==> src/rtl/alu_pkg.sv <==
// Shared constants for the 6-bit ALU: width, opcode encodings and flag bit positions.
package alu_pkg;

  localparam int ALU_WIDTH = 6;

  localparam logic [1:0] OP_ADD = 2'b00;
  localparam logic [1:0] OP_SUB = 2'b01;
  localparam logic [1:0] OP_AND = 2'b10;
  localparam logic [1:0] OP_XOR = 2'b11;

  localparam int FLAG_Z = 0;
  localparam int FLAG_N = 1;
  localparam int FLAG_C = 2;
  localparam int FLAG_V = 3;

endpackage

==> src/rtl/alu_addsub.sv <==
// Shared adder for ADD and SUB: subtraction is A + ~B + 1 through the same carry chain.
module alu_addsub #(
  parameter int WIDTH = 6
) (
  input  logic [WIDTH-1:0] i_a,
  input  logic [WIDTH-1:0] i_b,
  input  logic             i_sub,
  output logic [WIDTH-1:0] o_sum,
  output logic             o_cout,
  output logic             o_ovf
);

  logic [WIDTH-1:0] w_b;
  logic [WIDTH:0]   w_full;

  assign w_b    = i_sub ? ~i_b : i_b;
  assign w_full = {1'b0, i_a} + {1'b0, w_b} + {{WIDTH{1'b0}}, i_sub};
  assign o_sum  = w_full[WIDTH-1:0];
  assign o_cout = w_full[WIDTH];
  // Same-sign addends (after B inversion) producing a differently signed sum.
  assign o_ovf  = (i_a[WIDTH-1] == w_b[WIDTH-1]) & (w_full[WIDTH-1] != i_a[WIDTH-1]);

endmodule

==> src/rtl/alu.sv <==
// Registered 6-bit signed ALU: opcode mux and flag generation feeding one output register stage.
module alu
  import alu_pkg::*;
#(
  parameter int WIDTH = ALU_WIDTH
) (
  input  logic                    i_clk,
  input  logic                    i_rst_n,
  input  logic signed [WIDTH-1:0] i_arg0,
  input  logic signed [WIDTH-1:0] i_arg1,
  input  logic [1:0]              i_oper,
  output logic signed [WIDTH-1:0] o_result,
  output logic [3:0]              o_flag
);

  logic             w_sub;
  logic [WIDTH-1:0] w_sum;
  logic             w_cout;
  logic             w_ovf;
  logic [WIDTH-1:0] w_result;
  logic             w_carry;
  logic             w_v;
  logic [3:0]       w_flag;
  logic [WIDTH-1:0] r_result;
  logic [3:0]       r_flag;

  assign w_sub = (i_oper == OP_SUB);

  alu_addsub #(.WIDTH(WIDTH)) u_addsub (
    .i_a    (i_arg0),
    .i_b    (i_arg1),
    .i_sub  (w_sub),
    .o_sum  (w_sum),
    .o_cout (w_cout),
    .o_ovf  (w_ovf)
  );

  // Opcode mux; for SUB the adder carry-out is the inverse of the borrow.
  always_comb begin
    w_result = {WIDTH{1'b0}};
    w_carry  = 1'b0;
    w_v      = 1'b0;
    case (i_oper)
      OP_ADD: begin
        w_result = w_sum;
        w_carry  = w_cout;
        w_v      = w_ovf;
      end
      OP_SUB: begin
        w_result = w_sum;
        w_carry  = ~w_cout;
        w_v      = w_ovf;
      end
      OP_AND: begin
        w_result = i_arg0 & i_arg1;
      end
      OP_XOR: begin
        w_result = i_arg0 ^ i_arg1;
      end
      default: begin
        w_result = {WIDTH{1'b0}};
      end
    endcase
  end

  // Flag vector assembly from the selected result.
  always_comb begin
    w_flag         = 4'b0000;
    w_flag[FLAG_Z] = (w_result == {WIDTH{1'b0}});
    w_flag[FLAG_N] = w_result[WIDTH-1];
    w_flag[FLAG_C] = w_carry;
    w_flag[FLAG_V] = w_v;
  end

  // Output register stage; reset clears flags to all-zero, including Z.
  always_ff @(posedge i_clk or negedge i_rst_n) begin
    if (!i_rst_n) begin
      r_result <= {WIDTH{1'b0}};
      r_flag   <= 4'b0000;
    end else begin
      r_result <= w_result;
      r_flag   <= w_flag;
    end
  end

  assign o_result = r_result;
  assign o_flag   = r_flag;

endmodule

==> config.mk <==
export PLATFORM = sky130hd
export DESIGN_NAME = alu
export DESIGN_NICKNAME = d
export VERILOG_FILES = /design/src/rtl/alu_pkg.sv /design/src/rtl/alu_addsub.sv /design/src/rtl/alu.sv
export SDC_FILE = /design/constraint.sdc
export NUM_CORES = 1
export LEC_CHECK = 0
export ABC_AREA = 1
export CORE_MARGIN = 5
export CORE_UTILIZATION = 51
export DETAILED_ROUTE_END_ITERATION = 12
export GPL_TIMING_DRIVEN = 0
export PLACE_DENSITY = 0.94
export RECOVER_POWER = 50
export SYNTH_ARGS = -nofsm -noshare
export SYNTH_HDL_FRONTEND = slang
export SYNTH_SLANG_ARGS = --single-unit
==> constraint.sdc <==
create_clock -name i_clk -period 1 [get_ports i_clk]
set_clock_uncertainty 0.1 [all_clocks]
set_input_delay 0.15 -clock i_clk [delete_from_list [all_inputs] [get_ports i_clk]]
set_output_delay 0.15 -clock i_clk [all_outputs]
set_load 0.01 [all_outputs]
==> results.json, run 1 <==
{
  "hold_path.class": "in2reg",
  "cts_tree": "built",
  "required_ns": 1.08,
  "via_per_inst": 5.22,
  "portBuffers": 24,
  "critical_path_class": "in2reg",
  "syn2layout_area_growth_pct": 52.4,
  "final-hold-violation-count": 0,
  "core_area_um2": 1730,
  "hold_buffers": 0,
  "syn_inst": 124,
  "drt-initial-drc-count": 20,
  "critPathTopFamily": "simple AND/OR/NAND/NOR gates",
  "synth_common_cells": "nand2_1 (31), inv_1 (22), nand3_1 (16), ha_1 (11), dfrtp_1 (9)",
  "cp_common_cell": "nand2_2",
  "wl_per_cell_um": 14.5,
  "antenna_found_initial": 0,
  "die_area_um2": 2780,
  "start_util": 0.538,
  "grt_use_total": 0.216,
  "place.gp.congestion": 0.801,
  "total_power_mw": 1.53,
  "overflow": 0,
  "crit_buf_inv": 2,
  "synth_top_cell_area_share": 0.242,
  "drv_cap": 0,
  "synth_edf_count": 0,
  "yosys_warnings": 0,
  "crit_cells": 10,
  "yosysTopAreaCell": "dfrtp_1",
  "num_antenna_cells": 0,
  "finalSetupViolations": 11,
  "ioPinCount": 26,
  "layout_worst_path_cycle_share": 1.56,
  "cts_sinks": 9,
  "cts-root-buf": "clkbuf_4",
  "finalCriticalPeriod_ns": 1.56,
  "drive_gt1_frac": 0.459,
  "slew_viol_final": 0,
  "leakagePower_nw": 0.735,
  "fmax_ghz": 0.642,
  "worstPathArrival_ns": 1.63,
  "irDropWorstVdd_uv": 555,
  "rows": 15,
  "dp_slack_ns": -1.35,
  "vias": 960,
  "clk_pin_slew_ns": 0.05,
  "setup.worst_path.end_class": "flip-flop",
  "cts-buffers-inserted": 3,
  "antenna_left": 0,
  "placedCellCount": 173,
  "start_kind": "input pin",
  "status": "finished, violations left",
  "synthFlopType": "dfrtp_1",
  "seq_area_frac_synth": 0.242,
  "cpPeakStageDelay_ns": 0.29,
  "p_per_area_nw_per_um2": 1080,
  "dp_hpwl_um": 1840,
  "wl_um": 2670,
  "maxSlewHeadroom": 0.751,
  "grt_max_degree": 11,
  "async_flop_share": 1.00,
  "crit_path_end": "o_flag[0]",
  "die_x_um": 52.7,
  "syn_nets": 152,
  "path_cells": "dlygate4sd2_1, xnor2_2, ha_4, nand2_2, inv_2, a21oi_4, nand2_4, nand2_2, nand3_2, nor3_2",
  "cts_buffer_depth": 2,
  "rsz0062_at_grt": "yes",
  "layout.cells.non_filler": 184,
  "violations": "negative setup slack",
  "dr.pass1.iters": 4,
  "cts_max_level": 1,
  "grt_pass1_wl_um": 4310,
  "synth_area_leaders": "dfrtp_1 (24%), ha_1 (15%), nand2_1 (13%), inv_1 (8.9%), nand3_1 (8.6%)",
  "nets": 188,
  "postSynthAreaPerCell_um2": 7.50,
  "fillCellCount": 107,
  "cp_max_fo": 4,
  "ys_types": 22,
  "synth_area_um2": 930,
  "drc": 0,
  "grt_pass1_vias": 1006,
  "tightest_slew_ns": 0.373,
  "critical_path.startpoint": "i_arg1[4]",
  "setup_slack_ns": -0.558,
  "die_h_um": 52.7,
  "utilization": 0.820,
  "yosysMostFrequentCell": "nand2_1",
  "slowest_stage": "dlygate4sd2_1",
  "synth_seq_cells": 9
}
==> where the power goes <==
part / leakage, nW / switching [mW] / internal (mW)
logic: 0.608 / 0.460 / 0.382
clock network: 0.0150 / 0.106 / 0.152
registers: 0.112 / 0.0157 / 0.415
==> registers in the layout, summed over array words and instances (netlist names) <==
signal and cells:
o_result 5, o_flag 4
==> cells by family after synthesis <==
| kind of cell | synth area share |
|---|---|
| flops | 0.242 |
| compound gates | 0.0336 |
| xor+xnor | 0.0471 |
| buf+inv | 0.133 |
| simple gates | 0.374 |
| fa+ha+maj | 0.170 |
==> stage by stage <==
| step | setup TNS [ns] | instance area [um^2] | hold slack [ns] |
|---|---|---|---|
| floorplan | -3.82 | 970 | -0.246 |
| global placement | -10.34 | 1240 | 0.333 |
| detailed placement | -10.88 | 1240 | 0.332 |
| CTS | -3.10 | 1390 | 0.0598 |
| global route | -4.15 | 1420 | 0.0744 |
| finish | -3.31 | 1420 | 0.0901 |
==> metal layers <==
metal	vias to the layer above	share of wire	track usage
met5	-	0	0
met4	0	0.041	0.132
met3	14	0.081	0.0456
met2	55	0.53	0.409
met1	434	0.35	0.207
li1	457	-	-
==> placed cells by master, fill, tap and decap left out, types with 3 or more instances in the layout <==
cell             netlist  layout
nand2_1               31      20
buf_4                  1       7
dlygate4sd2_1          0       5
nor2_1                 7       6
inv_2                  3       6
ha_4                   0       3
ha_1                  11       8
clkbuf_4               0       3
nand3_1               16      12
dfrtp_1                9       9
nand3_2                2       6
buf_2                  0       9
nand2_2                2      13
buf_6                  2       4
clkdlybuf4s50_1        0       3
inv_1                 22      18
==> timing repair <==
item,CTS,global route
pin swaps,18,6
setup endpoints to repair,19,18
buffers inserted,7,0
gates resized for setup,88,8
==> final cells by class <==
class	instances	area [um^2]	area share
well taps	25	31.3	0.0221
flip-flops and latches	9	225	0.159
inverters	25	101	0.0716
plain buffers	3	42.5	0.0300
clock buffers	4	26.3	0.0186
multi-input cells	87	744	0.526
repair buffers	31	245	0.173
==> worst min path at each step <==
stage | startpoint | end | slack, ns | cells past startpoint
global placement | i_oper[0] | o_flag[2] | 0.33 | 3
detailed placement | i_oper[0] | o_flag[2] | 0.33 | 3
floorplan | i_rst_n | o_flag[0] | -0.25 | 0
global route | i_oper[0] | o_flag[2] | 0.07 | 3
CTS | i_oper[0] | o_flag[2] | 0.06 | 3
finish | i_oper[0] | o_flag[2] | 0.09 | 3
Power figures use the tool's default switching activity.
==> run 2, diff against run 1 <==
--- a/config.mk
+++ b/config.mk
@@ -5,13 +5,13 @@
 export SDC_FILE = /design/constraint.sdc
 export NUM_CORES = 1
 export LEC_CHECK = 0
-export ABC_AREA = 1
 export CORE_MARGIN = 5
-export CORE_UTILIZATION = 51
+export CORE_UTILIZATION = 49
 export DETAILED_ROUTE_END_ITERATION = 12
 export GPL_TIMING_DRIVEN = 0
-export PLACE_DENSITY = 0.94
+export PLACE_DENSITY = 0.93
 export RECOVER_POWER = 50
 export SYNTH_ARGS = -nofsm -noshare
 export SYNTH_HDL_FRONTEND = slang
 export SYNTH_SLANG_ARGS = --single-unit
+export TNS_END_PERCENT = 50
==> results.json, run 2 <==
{
  "status": "finished, violations left",
  "violations": "negative setup slack",
  "worstPathArrival_ns": 2.01,
  "die_h_um": 51.4,
  "slowest_stage": "o31ai_2",
  "async_flop_share": 1.00,
  "grt_pass1_wl_um": 4190,
  "num_antenna_cells": 0,
  "placedCellCount": 125,
  "switching_share": 0.365,
  "tightest_slew_ns": 0.378,
  "drive_gt1_frac": 0.536,
  "crit_path_end": "o_flag[0]",
  "antenna_left": 0,
  "yosysMostFrequentCell": "ha_1",
  "critical_path.startpoint": "i_oper[1]",
  "antenna_found_initial": 0,
  "p_per_area_nw_per_um2": 1170,
  "cp_max_fo": 4,
  "seq_area_frac_synth": 0.268,
  "ioPinCount": 26,
  "cts_buffer_depth": 2,
  "synth_common_cells": "ha_1 (11), dfrtp_1 (9), xnor2_1 (7), nor3_1 (6), nand2b_1 (4)",
  "syn_inst": 84,
  "synthFlopType": "dfrtp_1",
  "yosysTopAreaCell": "dfrtp_1",
  "nets": 154,
  "synth_simple_gate_area_share": 0.185,
  "die_x_um": 51.4,
  "critical_path_class": "in2reg",
  "final-hold-violation-count": 0,
  "layout_common_cells": "buf_4 (10), buf_6 (9), dfrtp_1 (9)",
  "path_cells": "buf_12, nand2b_4, buf_12, xnor2_4, inv_2, fa_2, nor2b_1, o21a_1, nor3_1, o31ai_2, nor4b_4",
  "synthMuxAreaShare": 0.0760,
  "required_ns": 1.04,
  "combinationalPowerShare": 0.576,
  "syn_nets": 112,
  "ys_types": 38,
  "drt-initial-drc-count": 11,
  "wl_per_cell_um": 21.7,
  "wl_um": 3080,
  "synthAdderAreaFrac": 0.188,
  "layout.cells.non_filler": 142,
  "setup.worst_path.end_class": "flip-flop",
  "cts_sinks": 9,
  "drc": 0,
  "rsz0062_at_grt": "yes",
  "synth_area_leaders": "dfrtp_1 (27%), ha_1 (16%), xnor2_1 (7.3%), mux2i_1 (3.6%), nor3_1 (3.6%)",
  "synth_edf_count": 0,
  "grt_use_total": 0.218,
  "synth_top_family_by_area": "adder cells",
  "grt_max_degree": 11,
  "largest_reg_flops": 5,
  "seq_power_share": 0.255,
  "cts-buffers-inserted": 3,
  "portBuffers": 24,
  "finalSetupViolations": 17,
  "fmax_ghz": 0.508,
  "irDropWorstVdd_uv": 717,
  "cts-root-buf": "clkbuf_4",
  "cts_tree": "built",
  "layout_worst_path_cycle_share": 1.97,
  "synth_area_um2": 840,
  "start_kind": "input pin",
  "synth_top_cell_area_share": 0.268,
  "clk_pin_slew_ns": 0.06,
  "core_area_um2": 1670,
  "via_per_inst": 6.07,
  "dp_hpwl_um": 1490,
  "finalCriticalPeriod_ns": 1.97,
  "cts_max_level": 1,
  "p_int_mw": 1.08,
  "grt_pass1_vias": 856,
  "whs_ns": 0.101,
  "start_util": 0.503,
  "hold_path.class": "in2reg",
  "overflow": 0,
  "die_area_um2": 2640,
  "synth_compound_area_frac": 0.155,
  "syn2layout_area_growth_pct": 74.1,
  "drv_cap": 0,
  "synth_seq_cells": 9,
  "cpPeakStageDelay_ns": 0.36,
  "layout_commonest_cell": "buf_4",
  "cp_common_cell": "buf_12",
  "pwr-share-clk": 0.169,
  "rows": 15,
  "slew_viol_final": 0,
  "postSynthAreaPerCell_um2": 9.99,
  "dr.pass1.iters": 4,
  "maxSlewHeadroom": 0.747,
  "synth_xor_area_frac": 0.0730,
  "place.gp.congestion": 0.750,
  "yosys_warnings": 0,
  "vias": 862,
  "setup_slack_ns": -0.970,
  "power.switching_mw": 0.623,
  "leakagePower_nw": 0.647
}
run 2: cell types whose count changed in the layout (fill, tap and decap cells not counted), sizes merged, moves of 4 or more:
cell and change:
nand2 -34, inv -22, nand3 -17, buf +7, nor2 -6, nand2b +4, nor3 +4
run 2: area by class of cell:
| type | instances | area (um^2) |
|---|---|---|
| plain buffers | 3 | 38.8 |
| clock buffers | 4 | 26.3 |
| fillers | 77 | 209 |
| inverters | 3 | 11.3 |
| multi-input cells | 67 | 783 |
| flip-flops and latches | 9 | 225 |
| well taps | 17 | 21.3 |
| repair buffers | 39 | 355 |
run 2: kinds of logic after synthesis:
family / Yosys count
flip-flops: 9
AND/OR/NAND/NOR: 25
multiplexers: 6
XOR/XNOR: 7
AO/OA/AOI/OAI: 17
adder cells (fa/ha/maj): 12
buffers and inverters: 8
run 2: worst min path at each step:
stage / start / endpoint / slack [ns] / depth (start not counted)
global placement: i_oper[1] / o_result[1] / 0.31 / 2
detailed placement: i_oper[1] / o_result[1] / 0.31 / 2
finish: i_oper[1] / o_result[1] / 0.10 / 3
global route: i_oper[1] / o_result[1] / 0.09 / 3
floorplan: i_rst_n / o_flag[0] / -0.25 / 0
CTS: i_oper[1] / o_result[1] / 0.0007 / 2
run 2: through the flow:
stage	cell area (um^2)	power [mW]	setup slack, ns	TNS [ns]	utilization
4_1_cts	1330	1.49	-0.943	-5.89	0.793
5_1_grt	1460	1.80	-1.09	-7.45	0.875
3_3_place_gp	1120	1.05	-1.82	-13.85	0.671
3_5_place_dp	1120	1.08	-1.86	-14.36	0.671
6_report	1460	1.71	-0.970	-6.62	0.875
2_1_floorplan	860	0.816	-1.14	-7.47	-
run 2: per-layer routing:
| layer | vias to the layer above | GRT usage | part of all wire |
|---|---|---|---|
| met2 | 50 | 0.415 | 0.53 |
| met5 | - | 0 | 0 |
| li1 | 386 | - | - |
| met4 | 0 | 0.118 | 0.050 |
| met3 | 16 | 0.0321 | 0.062 |
| met1 | 410 | 0.222 | 0.36 |
run 2: worst max-delay path: cells and delay by family:
family / cells / cell delay, ns
buffers and inverters: 3 / 0.31
AO/OA/AOI/OAI: 2 / 0.51
AND/OR/NAND/NOR: 4 / 0.47
XOR/XNOR: 1 / 0.20
adder cells (fa/ha/maj): 1 / 0.35
run 2: timing repair:
action	in CTS	in global routing
resized for setup	84	17
buffers inserted	11	4
setup endpoints to repair	19	19
hold buffers	0	0
pin swaps	20	7
run 2: power by group through the flow:
stage	combinational [mW]	sequential [mW]	clock, mW
global placement	0.618	0.437	0
detailed placement	0.637	0.439	0
finish	0.983	0.435	0.288
CTS	0.780	0.432	0.278
global route	1.04	0.442	0.326
floorplan	0.347	0.469	0
==> run 3, diff against run 2 <==
--- a/config.mk
+++ b/config.mk
@@ -10,7 +10,6 @@
 export DETAILED_ROUTE_END_ITERATION = 12
 export GPL_TIMING_DRIVEN = 0
 export PLACE_DENSITY = 0.93
-export RECOVER_POWER = 50
 export SYNTH_ARGS = -nofsm -noshare
 export SYNTH_HDL_FRONTEND = slang
 export SYNTH_SLANG_ARGS = --single-unit
==> results.json, run 3 (synthesis results as in run 2) <==
{
  "status": "finished, violations left",
  "violations": "negative setup slack",
  "die_h_um": 51.4,
  "path_cells": "buf_12, nand2b_4, buf_12, xnor2_4, inv_2, fa_2, nor2b_1, o21a_1, nor3_1, o31ai_2, nor4b_4",
  "setup_tns_ns": -6.62,
  "slew_viol_final": 0,
  "start_kind": "input pin",
  "place.gp.congestion": 0.750,
  "final_area_um2": 1460,
  "cts_sinks": 9,
  "p_per_area_nw_per_um2": 1170,
  "drive_gt1_frac": 0.536,
  "overflow": 0,
  "final-hold-violation-count": 0,
  "finalCriticalPeriod_ns": 1.97,
  "finalSetupViolations": 17,
  "hold_path.class": "in2async",
  "ioPinCount": 26,
  "cpPeakStageDelay_ns": 0.36,
  "vias": 873,
  "grt_pass1_vias": 856,
  "dp_slack_ns": -1.86,
  "drt-met1-wl_um": 1080,
  "start_util": 0.503,
  "worstPathArrival_ns": 2.00,
  "grt_max_degree": 11,
  "grt_use_total": 0.218,
  "leakagePower_nw": 0.647,
  "cts_buffer_depth": 2,
  "dr_wl_met2_um": 1620,
  "slowest_stage": "o31ai_2",
  "syn2layout_area_growth_pct": 74.1,
  "antenna_left": 0,
  "wl_um": 3070,
  "wl_per_cell_um": 21.6,
  "setup.worst_path.end_class": "flip-flop",
  "irDropWorstVdd_uv": 721,
  "crit_buf_inv": 3,
  "fillCellCount": 77,
  "setup_slack_ns": -0.965,
  "die_area_um2": 2640,
  "hold_buffers": 0,
  "cts-buffers-inserted": 3,
  "grt_pass1_wl_um": 4190,
  "top_layer": "met4",
  "critical_path_class": "in2reg",
  "met3_length_um": 204,
  "tightest_slew_ns": 0.376,
  "dp_hpwl_um": 1490,
  "dr.pass1.iters": 4,
  "required_ns": 1.04,
  "whs_ns": 0.0594,
  "cp_common_cell": "buf_12",
  "rows": 15,
  "nets": 154,
  "die_x_um": 51.4,
  "core_area_um2": 1670,
  "layout_common_cells": "buf_4 (10), buf_6 (9), dfrtp_1 (9)",
  "cts-root-buf": "clkbuf_4",
  "drv_cap": 0,
  "fmax_ghz": 0.509,
  "portBuffers": 24,
  "drt-initial-drc-count": 11,
  "utilization": 0.875,
  "placedCellCount": 125,
  "layout_worst_path_cycle_share": 1.97,
  "antenna_found_initial": 0,
  "drc": 0,
  "layout.cells.non_filler": 142,
  "critPathTopFamily": "compound AO/OA/AOI/OAI gates",
  "num_antenna_cells": 0,
  "layout_commonest_cell": "buf_4",
  "cts_tree": "built",
  "largest_reg_flops": 5,
  "rsz0062_at_grt": "yes",
  "clk_pin_slew_ns": 0.06,
  "via_per_inst": 6.15,
  "dpl_cell_area_um2": 1120,
  "maxSlewHeadroom": 0.748,
  "cts_max_level": 1,
  "cp_max_fo": 4,
  "total_power_mw": 1.71
}
==> run 3: power by group <==
group | total [mW] | switching [mW] | internal, mW
Combinational | 0.984 | 0.472 | 0.512
Clock | 0.289 | 0.134 | 0.154
Sequential | 0.435 | 0.0177 | 0.417
==> run 3: layout make-up <==
type	count	area, um^2	area share
Inverter	3	11.3	0.00771
Buffer	3	38.8	0.0265
Tap cell	17	21.3	0.0146
Multi-Input combinational cell	67	783	0.536
Timing Repair Buffer	39	355	0.243
Sequential cell	9	225	0.154
Clock buffer	4	26.3	0.0180
==> run 3: routing by layer <==
metal	vias to the layer above	global-route usage
met5	-	0
met4	0	0.118
met3	18	0.0321
met2	52	0.415
met1	416	0.222
li1	387	-
==> run 3: timing repair <==
| item | in CTS | in global routing |
|---|---|---|
| setup buffers | 11 | 4 |
| endpoints found under the setup margin | 19 | 19 |
| endpoints found under the hold margin | 0 | 0 |
| pin swaps | 20 | 7 |
| resized for setup | 84 | 17 |
==> run 3: worst max path at each step <==
stage | endpoint | start | cells after the start | slack [ns]
4_1_cts | o_flag[0] | i_oper[1] | 10 | -0.94
5_1_grt | o_flag[0] | i_oper[1] | 11 | -1.09
2_1_floorplan | o_flag[0] | i_oper[1] | 10 | -1.14
3_5_place_dp | o_flag[0] | i_oper[0] | 11 | -1.86
6_report | o_flag[0] | i_oper[1] | 11 | -0.97
3_3_place_gp | o_flag[0] | i_oper[0] | 11 | -1.82
